--- config.mk ---
export PLATFORM = sky130hd
export DESIGN_NAME = simon_round_controller
export DESIGN_NICKNAME = d
export VERILOG_FILES = /design/src/rtl/simon_round_controller_pkg.sv /design/src/rtl/simon_round_logic.sv /design/src/rtl/simon_round_controller.sv
export SDC_FILE = /design/constraint.sdc
export NUM_CORES = 1
export LEC_CHECK = 0
export ABC_AREA = 1
export CAP_MARGIN = 20
export CELL_PAD_IN_SITES_DETAIL_PLACEMENT = 0
export CELL_PAD_IN_SITES_GLOBAL_PLACEMENT = 1
export CORE_AREA = 2 2 211 213
export DETAILED_ROUTE_END_ITERATION = 8
export DIE_AREA = 0 0 213 215
export HOLD_SLACK_MARGIN = 0.08
export PLACE_DENSITY_LB_ADDON = 0.25
export RECOVER_POWER = 50
export SETUP_SLACK_MARGIN = 0.5
export SLEW_MARGIN = 40
export SYNTH_ARGS = -nofsm -noshare
export SYNTH_HDL_FRONTEND = slang
export SYNTH_SLANG_ARGS = --single-unit
--- constraint.sdc ---
create_clock -name clk -period 2.15 [get_ports clk]
set_input_delay 0.3225 -clock clk [delete_from_list [all_inputs] [get_ports clk]]
set_output_delay 0.3225 -clock clk [all_outputs]
set_load 0.05 [all_outputs]
--- src/rtl/simon_round_controller_pkg.sv ---
// Shared definitions for the Simon64/96 round controller: the FSM state
// type, the word width, and the default cipher constants.
package simon_round_controller_pkg;

  localparam int word_width = 32;

  // Simon z2 sequence; bit j of the sequence is z_sequence[61-j]
  localparam logic [61:0] default_z_sequence =
    62'b10101111011100000011010010011000101000010001111110010110110011;

  // Key-schedule constant c = 2^32 - 4
  localparam logic [word_width-1:0] default_round_const = 32'hfffffffc;

  typedef enum logic [1:0] {
    IDLE = 2'd0,
    RUN  = 2'd1,
    DONE = 2'd2
  } state_t;

endpackage

--- src/rtl/simon_round_logic.sv ---
// Combinational Simon64/96 round plus one key-schedule step. Takes the
// current bank contents (x, y, k0..k2) and the z bit for this round, and
// produces the five words the bank should hold after the round.
module simon_round_logic
  import simon_round_controller_pkg::*;
#(
  parameter logic [word_width-1:0] round_const = default_round_const
) (
  input  logic [word_width-1:0] x,
  input  logic [word_width-1:0] y,
  input  logic [word_width-1:0] k0,
  input  logic [word_width-1:0] k1,
  input  logic [word_width-1:0] k2,
  input  logic                  z_bit,
  output logic [word_width-1:0] next_x,
  output logic [word_width-1:0] next_y,
  output logic [word_width-1:0] next_k0,
  output logic [word_width-1:0] next_k1,
  output logic [word_width-1:0] next_k2
);

  logic [word_width-1:0] f_x;
  logic [word_width-1:0] key_tmp;

  // Feistel round on (x, y) with round key k0, and the m=3 key schedule
  // that shifts the key window and appends the freshly derived word.
  always_comb begin
    f_x     = ({x[30:0], x[31]} & {x[23:0], x[31:24]}) ^ {x[29:0], x[31:30]};
    key_tmp = {k2[2:0], k2[31:3]} ^ {k2[3:0], k2[31:4]};
    next_x  = y ^ f_x ^ k0;
    next_y  = x;
    next_k0 = k1;
    next_k1 = k2;
    next_k2 = round_const ^ {{(word_width-1){1'b0}}, z_bit} ^ k0 ^ key_tmp;
  end

endmodule

--- src/rtl/simon_round_controller.sv ---
// Simon64/96 encryption core sequencer. Drives the write enable and
// next-value buses of an external five-word register bank: loads the
// plaintext and key on start, runs one round per clock, then pulses done
// with the ciphertext readable from bank words 0 and 1.
module simon_round_controller
  import simon_round_controller_pkg::*;
#(
  parameter int                    rounds      = 42,
  parameter logic [61:0]           z_sequence  = default_z_sequence,
  parameter logic [word_width-1:0] round_const = default_round_const
) (
  input  logic                  clk,
  input  logic                  reset,
  input  logic                  start,
  input  logic [word_width-1:0] pt_x,
  input  logic [word_width-1:0] pt_y,
  input  logic [word_width-1:0] key0,
  input  logic [word_width-1:0] key1,
  input  logic [word_width-1:0] key2,
  output logic                  busy,
  output logic                  done,
  output logic [word_width-1:0] ct_x,
  output logic [word_width-1:0] ct_y,
  output logic                  rf_write_enable,
  output logic [word_width-1:0] rf_in0,
  output logic [word_width-1:0] rf_in1,
  output logic [word_width-1:0] rf_in2,
  output logic [word_width-1:0] rf_in3,
  output logic [word_width-1:0] rf_in4,
  input  logic [word_width-1:0] rf_out0,
  input  logic [word_width-1:0] rf_out1,
  input  logic [word_width-1:0] rf_out2,
  input  logic [word_width-1:0] rf_out3,
  input  logic [word_width-1:0] rf_out4
);

  localparam logic [5:0] last_round = 6'(rounds - 1);

  state_t     state;
  state_t     state_next;
  logic [5:0] round_count;
  logic [5:0] round_count_next;
  logic [5:0] z_index;
  logic       z_bit;

  logic [word_width-1:0] round_x;
  logic [word_width-1:0] round_y;
  logic [word_width-1:0] round_k0;
  logic [word_width-1:0] round_k1;
  logic [word_width-1:0] round_k2;

  // The ciphertext is whatever the bank holds; it stays put in IDLE
  // because the bank is only written when a new start arrives.
  assign ct_x = rf_out0;
  assign ct_y = rf_out1;

  // Round i uses z[i], stored MSB-first in the sequence constant.
  assign z_index = 6'd61 - round_count;
  assign z_bit   = z_sequence[z_index];

  simon_round_logic #(
    .round_const (round_const)
  ) u_round_logic (
    .x       (rf_out0),
    .y       (rf_out1),
    .k0      (rf_out2),
    .k1      (rf_out3),
    .k2      (rf_out4),
    .z_bit   (z_bit),
    .next_x  (round_x),
    .next_y  (round_y),
    .next_k0 (round_k0),
    .next_k1 (round_k1),
    .next_k2 (round_k2)
  );

  // State and round counter registers; reset aborts any run in progress.
  always_ff @(posedge clk or posedge reset) begin
    if (reset) begin
      state       <= IDLE;
      round_count <= 6'd0;
    end else begin
      state       <= state_next;
      round_count <= round_count_next;
    end
  end

  // Next-state, counter and bank-bus decode. IDLE presents the load
  // values and writes them only when start is high; RUN writes one round
  // per clock; DONE holds the bank for the one-cycle done pulse.
  always_comb begin
    state_next       = state;
    round_count_next = round_count;
    busy             = (state != IDLE);
    done             = 1'b0;
    rf_write_enable  = 1'b0;
    rf_in0           = round_x;
    rf_in1           = round_y;
    rf_in2           = round_k0;
    rf_in3           = round_k1;
    rf_in4           = round_k2;
    case (state)
      IDLE: begin
        rf_write_enable = start;
        rf_in0          = pt_x;
        rf_in1          = pt_y;
        rf_in2          = key0;
        rf_in3          = key1;
        rf_in4          = key2;
        if (start) begin
          state_next       = RUN;
          round_count_next = 6'd0;
        end
      end
      RUN: begin
        rf_write_enable  = 1'b1;
        round_count_next = round_count + 6'd1;
        if (round_count == last_round) begin
          state_next = DONE;
        end
      end
      DONE: begin
        done             = 1'b1;
        state_next       = IDLE;
        round_count_next = 6'd0;
      end
      default: begin
        state_next       = IDLE;
        round_count_next = 6'd0;
      end
    endcase
  end

endmodule

==> insert_results.sql <==
INSERT INTO impl_metrics (metric_group, metric, value, unit) VALUES
('sta', 'fin_hold_ws', '0.505', 'ns'),
('worst_setup_path', 'largest_stage_delay_worst_path', '0.43', 'ns'),
('placed_design', 'routabilityCongestion', '0.812', ''),
('synthesis', 'synth_nets', '1164', ''),
('synthesis', 'synth.lib_cells_used.distinct', '21', ''),
('worst_setup_path', 'worstPathRequired', '1.83', 'ns'),
('sta', 'fin_crit_sh', '1.03', ''),
('route', 'detail_route.first_pass.iterations', '5', ''),
('clock_tree', 'holdBufCountCts', '0', ''),
('global_route', 'antenna_violations_before_repair', '6', ''),
('floorplanning', 'die-area', '45800', 'µm²'),
('worst_setup_path', 'crit_path_cell_chain', 'ha_4 > buf_6 > o21ai_1 > nand2_1 > nand2_1 > nand2_1 > nand2_1 > nand2_2 > nand2_1 > nand2_1 > nand3_2 > nand2_4 > buf_8', ''),
('floorplanning', 'die_x', '213', 'µm'),
('global_route', 'global_route_wire_length_before_repair', '56600', 'µm'),
('sta', 'fin_ws', '-0.0708', 'ns'),
('worst_setup_path', 'startpoint_type', 'register', ''),
('sta', 'finalSetupViolations', '11', ''),
('clock_tree', 'clock_tree.buffer_depth', '2', ''),
('cells_and_area', 'fill_cells', '4448', ''),
('outcome', 'run_status', 'finished with violations', ''),
('synthesis', 'yosysWarnings', '0', ''),
('global_route', 'grt_start_max_net_pins', '22', ''),
('route', 'detailroute.via_count', '7835', ''),
('cells_and_area', 'layout.cells.most_common', 'sky130_fd_sc_hd__clkdlybuf4s50_1', ''),
('route', 'detail_routed_net_length_per_standard_cell', '21.0', 'µm'),
('clock_tree', 'clock_tree.htree_level_count', '1', ''),
('cells_and_area', 'mostFrequentLayoutCells', '278 x sky130_fd_sc_hd__clkdlybuf4s50_1, 198 x sky130_fd_sc_hd__nand2_4, 154 x sky130_fd_sc_hd__nand2_1', ''),
('floorplanning', 'core.rowCount', '77', ''),
('outcome', 'violations', 'negative setup slack', ''),
('floorplanning', 'die_h', '215', 'µm'),
('global_route', 'first_global_vias', '8064', ''),
('clock_tree', 'clock_sinks', '8', ''),
('sta', 'fmax', '450', 'MHz'),
('worst_setup_path', 'reg2reg_slack', '0.46', 'ns'),
('sta', 'finClkSkew', '0.00225', 'ns'),
('route', 'detail_route.drc_violations', '0', ''),
('synthesis', 'syn-mean-instance-area', '5.47', 'µm²'),
('synthesis', 'synth_seq_area_share', '0.0438', ''),
('placed_design', 'dpl.hpwl', '29400', 'µm'),
('flow_run', 'maxCapViolations', '0', ''),
('power_and_ir_drop', 'total_power', '7630', 'µW'),
('floorplanning', 'initial_core_util', '0.105', ''),
('sta', 'tightestPinTransition', '0.669', 'ns'),
('worst_setup_path', 'cp_max_fo', '5', ''),
('placed_design', 'port_buffers', '549', ''),
('sta', 'setup-tns-final', '-0.222', 'ns'),
('power_and_ir_drop', 'irDropWorstVdd', '0.239', 'mV'),
('sta', 'finalMaxSlewViolations', '0', ''),
('cells_and_area', 'syn2layout_area_growth', '256', '%'),
('route', 'final_antenna_net_count', '0', ''),
('floorplanning', 'core_area', '43600', 'µm²'),
('clock_tree', 'numCtsBuffers', '3', ''),
('worst_setup_path', 'critPathMostFrequentCell', 'sky130_fd_sc_hd__nand2_1', ''),
('cells_and_area', 'fin_nets', '1792', ''),
('sta', 'hold_viol', '0', ''),
('synthesis', 'synthesis.instances', '835', ''),
('sta', 'layout_min_cycle_time', '2.22', 'ns'),
('worst_setup_path', 'path_class', 'reg -> out', ''),
('clock_tree', 'tritoncts', 'done', ''),
('power_and_ir_drop', 'p_leak', '0.00730', 'µW'),
('global_route', 'grt_remaining_overflow', '0', ''),
('global_route', 'groute.usage.overall', '0.172', ''),
('sta', 'rsz0062_at_grt', 'yes', ''),
('cells_and_area', 'post_route_cells_drive_above_1_share', '0.474', ''),
('worst_setup_path', 'critical-path-slowest-cell', 'sky130_fd_sc_hd__dfrtp_2', ''),
('floorplanning', 'floorplan.io_pins', '550', ''),
('synthesis', 'synth.ff_latch_count', '8', ''),
('synthesis', 'synth_area', '4570', 'µm²'),
('power_and_ir_drop', 'power_per_cell_area', '469', 'nW/µm²'),
('clock_tree', 'cts_root_buf', 'sky130_fd_sc_hd__clkbuf_16', ''),
('clock_tree', 'worstSkewPairLatency', '0.23', 'ns');
-- worst max-delay path: cells and delay by family (launching register included) --
| family | cells | cell delay [ns] |
|---|---|---|
| compound gates | 1 | 0.14 |
| fa+ha+maj | 1 | 0.28 |
| flops | 1 | 0.43 |
| buf+inv | 2 | 0.27 |
| simple gates | 9 | 0.54 |
-- report_power, final --
| group | total, µW | switching, µW | leakage [µW] | internal [µW] |
|---|---|---|---|---|
| combinational | 7130 | 3860 | 0.00716 | 3280 |
| sequential | 182 | 16.9 | 0.000101 | 165 |
| clock | 311 | 71.7 | 0.0000370 | 240 |
-- cell type report --
type,instances,area (µm²),area share
Antenna cell,5,12.5,0.000769
Timing Repair Buffer,721,9120,0.561
Multi-Input combinational cell,693,5930,0.364
Clock buffer,3,75.1,0.00461
Timing Repair inverter,1,30.0,0.00185
Sequential cell,8,203,0.0125
Tap cell,592,741,0.0455
Inverter,35,160,0.00984
-- cell usage after synthesis --
master,instances
sky130_fd_sc_hd__a21oi_1,2
sky130_fd_sc_hd__buf_2,26
sky130_fd_sc_hd__buf_4,65
sky130_fd_sc_hd__buf_6,1
sky130_fd_sc_hd__clkbuf_1,7
sky130_fd_sc_hd__dfrtp_1,8
sky130_fd_sc_hd__ha_1,6
sky130_fd_sc_hd__inv_1,33
sky130_fd_sc_hd__inv_2,2
sky130_fd_sc_hd__nand2_1,416
sky130_fd_sc_hd__nand2_2,3
sky130_fd_sc_hd__nand3_1,22
sky130_fd_sc_hd__nand4_1,2
sky130_fd_sc_hd__nor2_1,23
sky130_fd_sc_hd__nor2_4,1
sky130_fd_sc_hd__o211ai_1,29
sky130_fd_sc_hd__o21a_1,13
sky130_fd_sc_hd__o21ai_0,40
sky130_fd_sc_hd__o22ai_1,4
sky130_fd_sc_hd__xnor2_1,18
sky130_fd_sc_hd__xor2_1,114
-- what timing repair did --
action,in CTS,in global routing
setup buffers,48,13
gates cloned,33,7
gates resized for setup,458,379
pin swaps,80,82
endpoints found under the hold margin,0,0
endpoints found under the setup margin,166,162
-- sequential cells by signal, indices dropped and copies added (netlist names) --
register / cells
round_count: 6
state: 2
-- path summary, 6_finish.rpt --
| kind | start | to | cells past startpoint |
|---|---|---|---|
| setup / recovery | round_count[2] | rf_in4[0] | 13 |
| hold / removal | reset | round_count[0] | 2 |
| setup reg to reg | state[1] | round_count[5] | 11 |
| hold reg to reg | round_count[5] | round_count[5] | 2 |
| max in group asynchronous | reset | round_count[2] | 2 |
| min in group clk | round_count[5] | round_count[5] | 2 |
-- logic make-up (layout without fill, tap and decap cells) --
logic type      after synthesis  after routing  share of synthesized area
compound gates               88             88                      0.120
xor+xnor                    132            132                      0.253
fa+ha+maj                     6              6                     0.0164
buf+inv                     134            760                      0.172
flops                         8              8                     0.0438
other cells                   0              5                          0
simple gates                467            467                      0.394
-- routing by layer --
layer  GRT usage  vias to the layer above  share of wire
met5           0                        -        0.00044
met4      0.0231                        2         0.0094
met3      0.0291                       22          0.061
met2       0.330                      303           0.54
met1       0.201                     3677           0.39
li1            -                     3831              -
-- stage by stage --
| step | std cells | setup WS, ns | utilization | cell area (µm²) |
|---|---|---|---|---|
| 6_report | 2058 | -0.0708 | 0.373 | 16300 |
| 5_1_grt | 2058 | -0.171 | 0.373 | 16300 |
| 3_5_place_dp | 1949 | -0.0201 | 0.272 | 11900 |
| 3_3_place_gp | 1949 | -0.0130 | 0.272 | 11900 |
| 4_1_cts | 2033 | -0.0478 | 0.343 | 15000 |
| 2_1_floorplan | 835 | 0.286 | - | 4990 |
No activity file was read; power rests on OpenSTA's default activity.
